==> src/rtl/irq_sequencer.sv <==
// irq_sequencer: 27-channel edge-triggered interrupt sequencer with mask, fixed priority and CPU handshake
// ports: ck/rst_n clock and sync active-low reset; irq_in request lines (bank*9+channel);
//        mask_we/mask_wdata mask load (1 = masked); int_ack/eoi CPU handshake;
//        int_req/int_vec request and latched vector; vec_valid acceptance strobe;
//        in_service servicing flag; bank_act per-bank eligible flag; pending edge-captured requests
module irq_sequencer #(
  parameter int ACK_TIMEOUT = 16
) (
  input  logic        ck,
  input  logic        rst_n,
  input  logic [26:0] irq_in,
  input  logic        mask_we,
  input  logic [26:0] mask_wdata,
  input  logic        int_ack,
  input  logic        eoi,
  output logic        int_req,
  output logic [4:0]  int_vec,
  output logic        vec_valid,
  output logic        in_service,
  output logic [2:0]  bank_act,
  output logic [26:0] pending
);
  typedef enum logic [1:0] {IDLE, REQ, SERV} state_t;
  state_t state, state_n;
  logic [26:0] prev, mask, eligible, vec_oh;
  logic [7:0] cnt, cnt_n;
  logic [4:0] win, vec_n;
  logic ack;
  assign eligible = pending & ~mask;
  assign vec_oh = 27'(1) << int_vec;
  assign bank_act = {|eligible[26:18], |eligible[17:9], |eligible[8:0]};
  assign int_req = state == REQ;
  assign in_service = state == SERV;
  // descending scan leaves the lowest set index as the winner
  always_comb begin
    win = '0;
    for (int i = 26; i >= 0; i--)
      if (eligible[i]) win = 5'(i);
  end
  always_comb begin
    state_n = state;
    cnt_n = cnt;
    vec_n = int_vec;
    ack = 1'b0;
    case (state)
      IDLE: if (|eligible) begin
        state_n = REQ;
        cnt_n = '0;
        vec_n = win;
      end
      REQ: if (int_ack) begin
        state_n = SERV;
        ack = 1'b1;
      end else if (|(mask & vec_oh) || cnt == 8'(ACK_TIMEOUT - 1)) begin
        state_n = IDLE;
      end else begin
        cnt_n = cnt + 8'd1;
      end
      SERV: state_n = eoi ? IDLE : SERV;
      default: state_n = IDLE;
    endcase
  end
  // a fresh edge on the acknowledged channel is OR-ed in after the clear, so it survives
  always_ff @(posedge ck) begin
    if (!rst_n) begin
      state <= IDLE;
      cnt <= '0;
      int_vec <= '0;
      vec_valid <= 1'b0;
      pending <= '0;
      prev <= '0;
      mask <= '1;
    end else begin
      state <= state_n;
      cnt <= cnt_n;
      int_vec <= vec_n;
      vec_valid <= ack;
      pending <= (pending & ~(ack ? vec_oh : 27'd0)) | (irq_in & ~prev);
      prev <= irq_in;
      if (mask_we) mask <= mask_wdata;
    end
  end
endmodule

==> config.mk <==
export PLATFORM = sky130hd
export DESIGN_NAME = irq_sequencer
export DESIGN_NICKNAME = d
export VERILOG_FILES = /design/src/rtl/irq_sequencer.sv
export SDC_FILE = /design/constraint.sdc
export NUM_CORES = 1
export LEC_CHECK = 0
export ABC_AREA = 1
export CORE_UTILIZATION = 30
export CTS_BUF_LIST = sky130_fd_sc_hd__clkbuf_2 sky130_fd_sc_hd__clkbuf_4 sky130_fd_sc_hd__clkbuf_8
export DETAILED_ROUTE_END_ITERATION = 6
export SLEW_MARGIN = 5
export SYNTH_ARGS = -nofsm -noshare
export SYNTH_HDL_FRONTEND = slang
export SYNTH_SLANG_ARGS = --single-unit
==> constraint.sdc <==
create_clock -name ck -period 2 [get_ports ck]
set_input_delay 0.4 -clock ck [delete_from_list [all_inputs] [get_ports ck]]
set_output_delay 0.4 -clock ck [all_outputs]
set_load 0.01 [all_outputs]
Word-level counts from Yosys, hierarchy flattened
Cells that the tools add are included.
{"block": "classes", "reduce_logical": 11, "add_sub_neg": 1, "eq_ne": 7, "bitwise_logic": 8, "mux": 39, "shifts": 1}
{"cell": "two-way mux 5 bit", "count": 27}
{"cell": "AND 27 bit", "count": 4}
{"cell": "inverter 27 bit", "count": 3}
{"cell": "OR reduction 27 bit", "count": 2}
{"cell": "two-way mux 27 bit", "count": 1}
{"cell": "OR 27 bit", "count": 1}
{"cell": "OR reduction 9 bit", "count": 3}
{"cell": "<< shifter 1 x 5 -> 27 bit (first input constant)", "count": 1}
{"cell": "two-way mux 8 bit", "count": 3}
{"cell": "case mux 8 bit (2 select lines)", "count": 1}
{"cell": "adder 8 x 1 -> 8 bit (second input constant)", "count": 1}
{"cell": "equality test 8 x 4 -> 1 bit (second input constant)", "count": 1}
{"cell": "two-way mux 2 bit", "count": 4}
{"cell": "!= test 2 bit (second input constant)", "count": 3}
{"cell": "case mux 2 bit (3 select lines)", "count": 1}
{"cell": "AND reduction 2 bit", "count": 2}
{"cell": "AND reduction 4 bit", "count": 1}
{"cell": "!= test 3 x 2 -> 1 bit (second input constant)", "count": 1}
{"cell": "equality test 2 x 1 -> 1 bit (second input constant)", "count": 1}
{"cell": "equality test 2 bit (second input constant)", "count": 1}
{"cell": "zero test 2 bit", "count": 1}
{"cell": "two-way mux 1 bit", "count": 2}
{"cell": "nonzero test 2 bit", "count": 1}
{"cell": "logical OR 1 bit", "count": 1}
{"block": "word_totals", "out_inout_bits": 38, "input_bits": 59, "wordCells": 74, "register_bits": 97}

Depth between registers and ports, before layout
{"block": "logic_depth", "word_depth": 29, "ltp_mapped": 28, "depth_no_buf": 28}

Least setup slack after synthesis
No wires, ideal clock.
{"block": "synth_timing", "path_type": "flip-flop to flip-flop", "from": "reg int_vec[4]", "to": "reg cnt[6]", "t_required_ns": 1.942, "arrival_time_ns": 2.021, "synth_period_minus_slack_ns": 2.078, "n_path_buf": 1, "setup_slack_ns": -0.078, "setup_time_ns": 0.058, "path_stages_with_launch": 15, "cell_sequence": "dfxtp_1 -> inv_2 -> nand2_1 -> buf_4 -> nor3_1 -> nor4_2 -> nand4_1 -> nor4_2 -> nand3_1 -> nand2_2 -> nand2_2 -> nor3_4 -> nand2_2 -> a21oi_1 -> o21a_1"}
{"block": "synth_between", "elab_chain_len": 6}
{"item": "start: declaration", "line": "17", "text": "output logic [4:0] int_vec,"}
{"item": "start signal: assignment", "line": "76", "text": "int_vec <= vec_n;"}
{"item": "<< shifter 1 x 5 -> 27 bit", "line": "30", "text": "assign vec_oh = 27'(1) << int_vec;"}
{"item": "AND 27 bit", "line": "54", "text": "end else if (|(mask & vec_oh) || cnt == 8'(ACK_TIMEOUT - 1)) begin"}
{"item": "OR reduction 27 bit", "line": "54"}
{"item": "logical OR 1 bit", "line": "54"}
{"item": "!= test 2 bit (no source line)"}
{"item": "AND reduction 4 bit (no source line)"}
{"item": "end signal: assignment", "line": "75", "text": "cnt <= cnt_n;"}
{"item": "end: declaration", "line": "26", "text": "logic [7:0] cnt, cnt_n;"}
Every way passes these cells.
A chain may end at the register's enable or synchronous reset.

Final worst setup path
{"block": "layout_timing", "from": "reg int_vec[0]", "to": "reg cnt[6]"}
The elaborated chain is that of the path after synthesis.

==> results.md <==
- Detailed Route WL: 13.5 mm
- Finished Layout Cells: about 930
- Post-synth EDFFs: 0
- Req. time, crit path: 2.33 ns
- Pwr/cell area: 845 nW/um^2
- GRT Util Overall: 19.7%
- Hold-fix buffers, CTS: 0
- Critical Path AT: 2.59 ns
- Met1 Track Usage GR: 25.1%
- Ys flop type: dfxtp_1
- GR Overflow Total: 0
- Row Count: 42
- GRT busiest layer: met2
- Fin crit share: 113%
- Routability cong.: roughly 0.9
- Vias in the first global route: 4244
- Die width: between 100 and 150 microns
- Leakage: around 3.0 nW
- Ys Warns: 0
- Setup TNS Final: -1.43 ns
- Max_slew headroom: 70.4%
- Via count: 4334
- Pins Over Slew Limit: 0
- Startpoint types: register
- Filler Cell Count: 1368
- # port buffers: 96
- CTS clk-pin slew, worst paths: 0.09 ns
- Delay-heaviest family, CP: simple AND/OR/NAND/NOR gates
- FF/Latch Area: 1980 sq um
- Seq/Total Area, Yosys: 47.6%
- Worst Skew: 0.00896 ns
- DRT iter0 DRCs: between 200 and 250
- Synth Cell Area: 4080 sq um
- Layout Nets: 812
- Final Hold Vio Count: 0
- Endpoint type of the worst setup path: register
- CP Class: reg2reg
- Detailed Place HPWL: 10.2 mm
- Least-Margin Pin Slew: 0.440 ns
- Initial antenna violation count: 0
- Mean Syn Cell Area: 7.18 sq um
- Crit path time final: 2.27 ns
- Total design power: about 5.4 mW
- Share of the synthesized area in the top cell type: 47.6%
- Most area-consuming cells after synthesis: dfxtp_1 48%, nand2_1 12%, o21ai_0 7.1%
- Placed cells: 894
- Crit-path cells: nor2_4 -> nand2_4 -> inv_4 -> nand3_4 -> nor2_2 -> a31oi_1 -> nand4_1 -> nor4_2 -> nand3_1 -> nand2_2 -> nand2_4 -> nor3_4 -> nand2_2 -> a21oi_2 -> o21a_1
- Drt pass-1 iters: 4
- CP bufs+invs: 1
- Largest net degree at the start of global routing: 54
- Multi-input logic area: ~1900 sq um
- Sw frac: about a third
- Final Cell Area: between 6000 and 7000 sq um
- Residual DRC: 0
- TritonCTS clock tree: built
- Post-layout util: ~48%
- Post-DRT Antenna Nets: 0
- Placed Area: ~5800 sq um
- Proportion of layout cells with a drive suffix above 1: approximately 28%
- Top post-synthesis cells by count: 131 x nand2_1, 97 x dfxtp_1, 72 x inv_1
- Antenna fix cells: 0
- Failing checks: negative setup slack
- Maximum root-to-sink buffer count: 2
- Yosys reg bits: 97
- Via density: between 4 and 5
- Pre-CTS WS: -0.321 ns
- Top-count cell post-synth: nand2_1
- Syn Nets: 628
- Die Ht: 119 microns
- Sequential power share: a little over two fifths
- Int Pwr: 3.58 mW
- Yosys cell types: 32
- Area grow syn2layout: 55.9%
- Outcome: finished with violations
- F_max: about 0.44 GHz
- Max-Cap Viols: 0
- Clock root buffer: clkbuf_8
- Combinational share of power: a little over a third
- Total CTS buffers: 9
- Hold slack final: 0.416 ns
- Clock network fraction of total power: between 20% and 30%
- Met2 Track Usage GR: around 33%
- Slowest-stage cell, CP: dfxtp_4
- Worst vdd ir: 398 uV
- Critical path fanouts, max: 7
- Fraction of registers with async set/reset: 0%
- RSZ-0062 raised after global routing: yes
- Core area: 13200 sq um
- First-pass GRT wire length: 21.4 mm
- Clock latency on the worst-skew pair: roughly 0.38 ns
- Met3 GRT Util: 4.63%
- CTS Sinks: 97
- Routed WL per cell: between 10 and 15 microns
- Endpoints failing setup: 9
- Initial core utilization: slightly above 30%
- NetSw: 1.79 mW
- Htree depth: 3
- Mapped Cells: 568
- Top Ports: 97
- Largest area contributor in the netlist: dfxtp_1
- Hold Path Class: reg2reg
- Die area: 14100 sq um
- CP max stage delay: approximately 0.42 ns
- Final worst slack: -0.267 ns
==> state kept, by name (all words and copies together) (netlist names) <==
name / cells
prev: 27
state: 2
mask: 27
pending: 27
int_vec: 5
cnt: 8
vec_valid: 1
==> power by group through the flow <==
stage | Sequential [mW] | Combinational [mW] | Clock, mW
2_1_floorplan | 2.28 | 0.717 | 0
3_3_place_gp | 2.27 | 1.65 | 0
3_5_place_dp | 2.28 | 1.65 | 0
4_1_cts | 2.26 | 1.82 | 1.24
5_1_grt | 2.29 | 2.06 | 1.31
6_report | 2.27 | 1.91 | 1.20
==> repair_timing <==
item | 4_1_cts | 5_1_grt
buffers inserted | 13 | 10
pin swaps | 11 | 20
cloned | 0 | 0
setup endpoints to repair | 12 | 16
resized for setup | 53 | 53
==> worst reg2reg max path, cell delays in order, from the launching register on <==
cell,delay (ns)
dfxtp_4,0.42
nor2_4,0.07
nand2_4,0.10
inv_4,0.05
nand3_4,0.06
nor2_2,0.04
a31oi_1,0.15
nand4_1,0.17
nor4_2,0.31
nand3_1,0.13
nand2_2,0.13
nand2_4,0.07
nor3_4,0.21
nand2_2,0.09
a21oi_2,0.12
o21a_1,0.11
==> routing by layer <==
layer | wire (microns) | share of wire (%)
met3 | 605 | 4.5
met5 | 0 | 0
met2 | 6510 | 48
met4 | 223 | 1.7
met1 | 6120 | 45
==> final cells by class <==
cell class              count  share of cell area [%]
flip-flops and latches     97                    31.1
clock inverters             4                   0.453
repair buffers            196                    27.3
well taps                 176                    3.46
clock buffers              11                    2.38
multi-input cells         370                    30.6
inverters                  78                    4.72
==> final timing paths <==
path / slack (ns) / to / start / depth (start not counted)
worst max-delay path: -0.27 / cnt[6] / int_vec[0] / 15
worst min-delay path: 0.42 / pending[5] / prev[5] / 1
worst max register to register: -0.27 / cnt[6] / int_vec[0] / 15
worst min register to register: 0.42 / pending[5] / prev[5] / 1
==> cells in the final DEF, fill, tap and decap left out, types with 2 or more instances in the layout <==
master,instances
dfxtp_1,76
dfxtp_4,4
buf_12,2
a21oi_2,3
o21bai_1,2
inv_1,65
o22ai_1,5
clkinvlp_4,2
buf_2,2
nor2_4,3
nand2_2,23
a21oi_1,34
nand3_2,5
a211oi_1,2
inv_2,10
nand2_4,3
o31ai_1,4
o21ai_2,2
nor4_2,3
buf_4,95
nor3_1,4
a31oi_1,5
clkbuf_8,11
nand2_1,109
inv_4,3
o21ai_1,3
nand3_1,50
o21ai_0,53
clkdlybuf4s50_1,92
nor4_1,3
nor2_1,27
nor3_2,2
nand4_1,6
nor2_2,7
buf_6,4
nand3_4,2
dfxtp_2,17
==> cell families (layout without fill, tap and decap cells) <==
kind of cell | Yosys count | after routing | synth area share (%)
AND/OR/NAND/NOR | 252 | 252 | 27.0
AO/OA/AOI/OAI | 116 | 116 | 15.3
buffers and inverters | 101 | 289 | 9.55
flip-flops | 97 | 97 | 47.6
adder cells (fa/ha/maj) | 1 | 1 | 0.307
XOR/XNOR | 1 | 1 | 0.215
No activity file was read; power rests on OpenSTA's default activity.
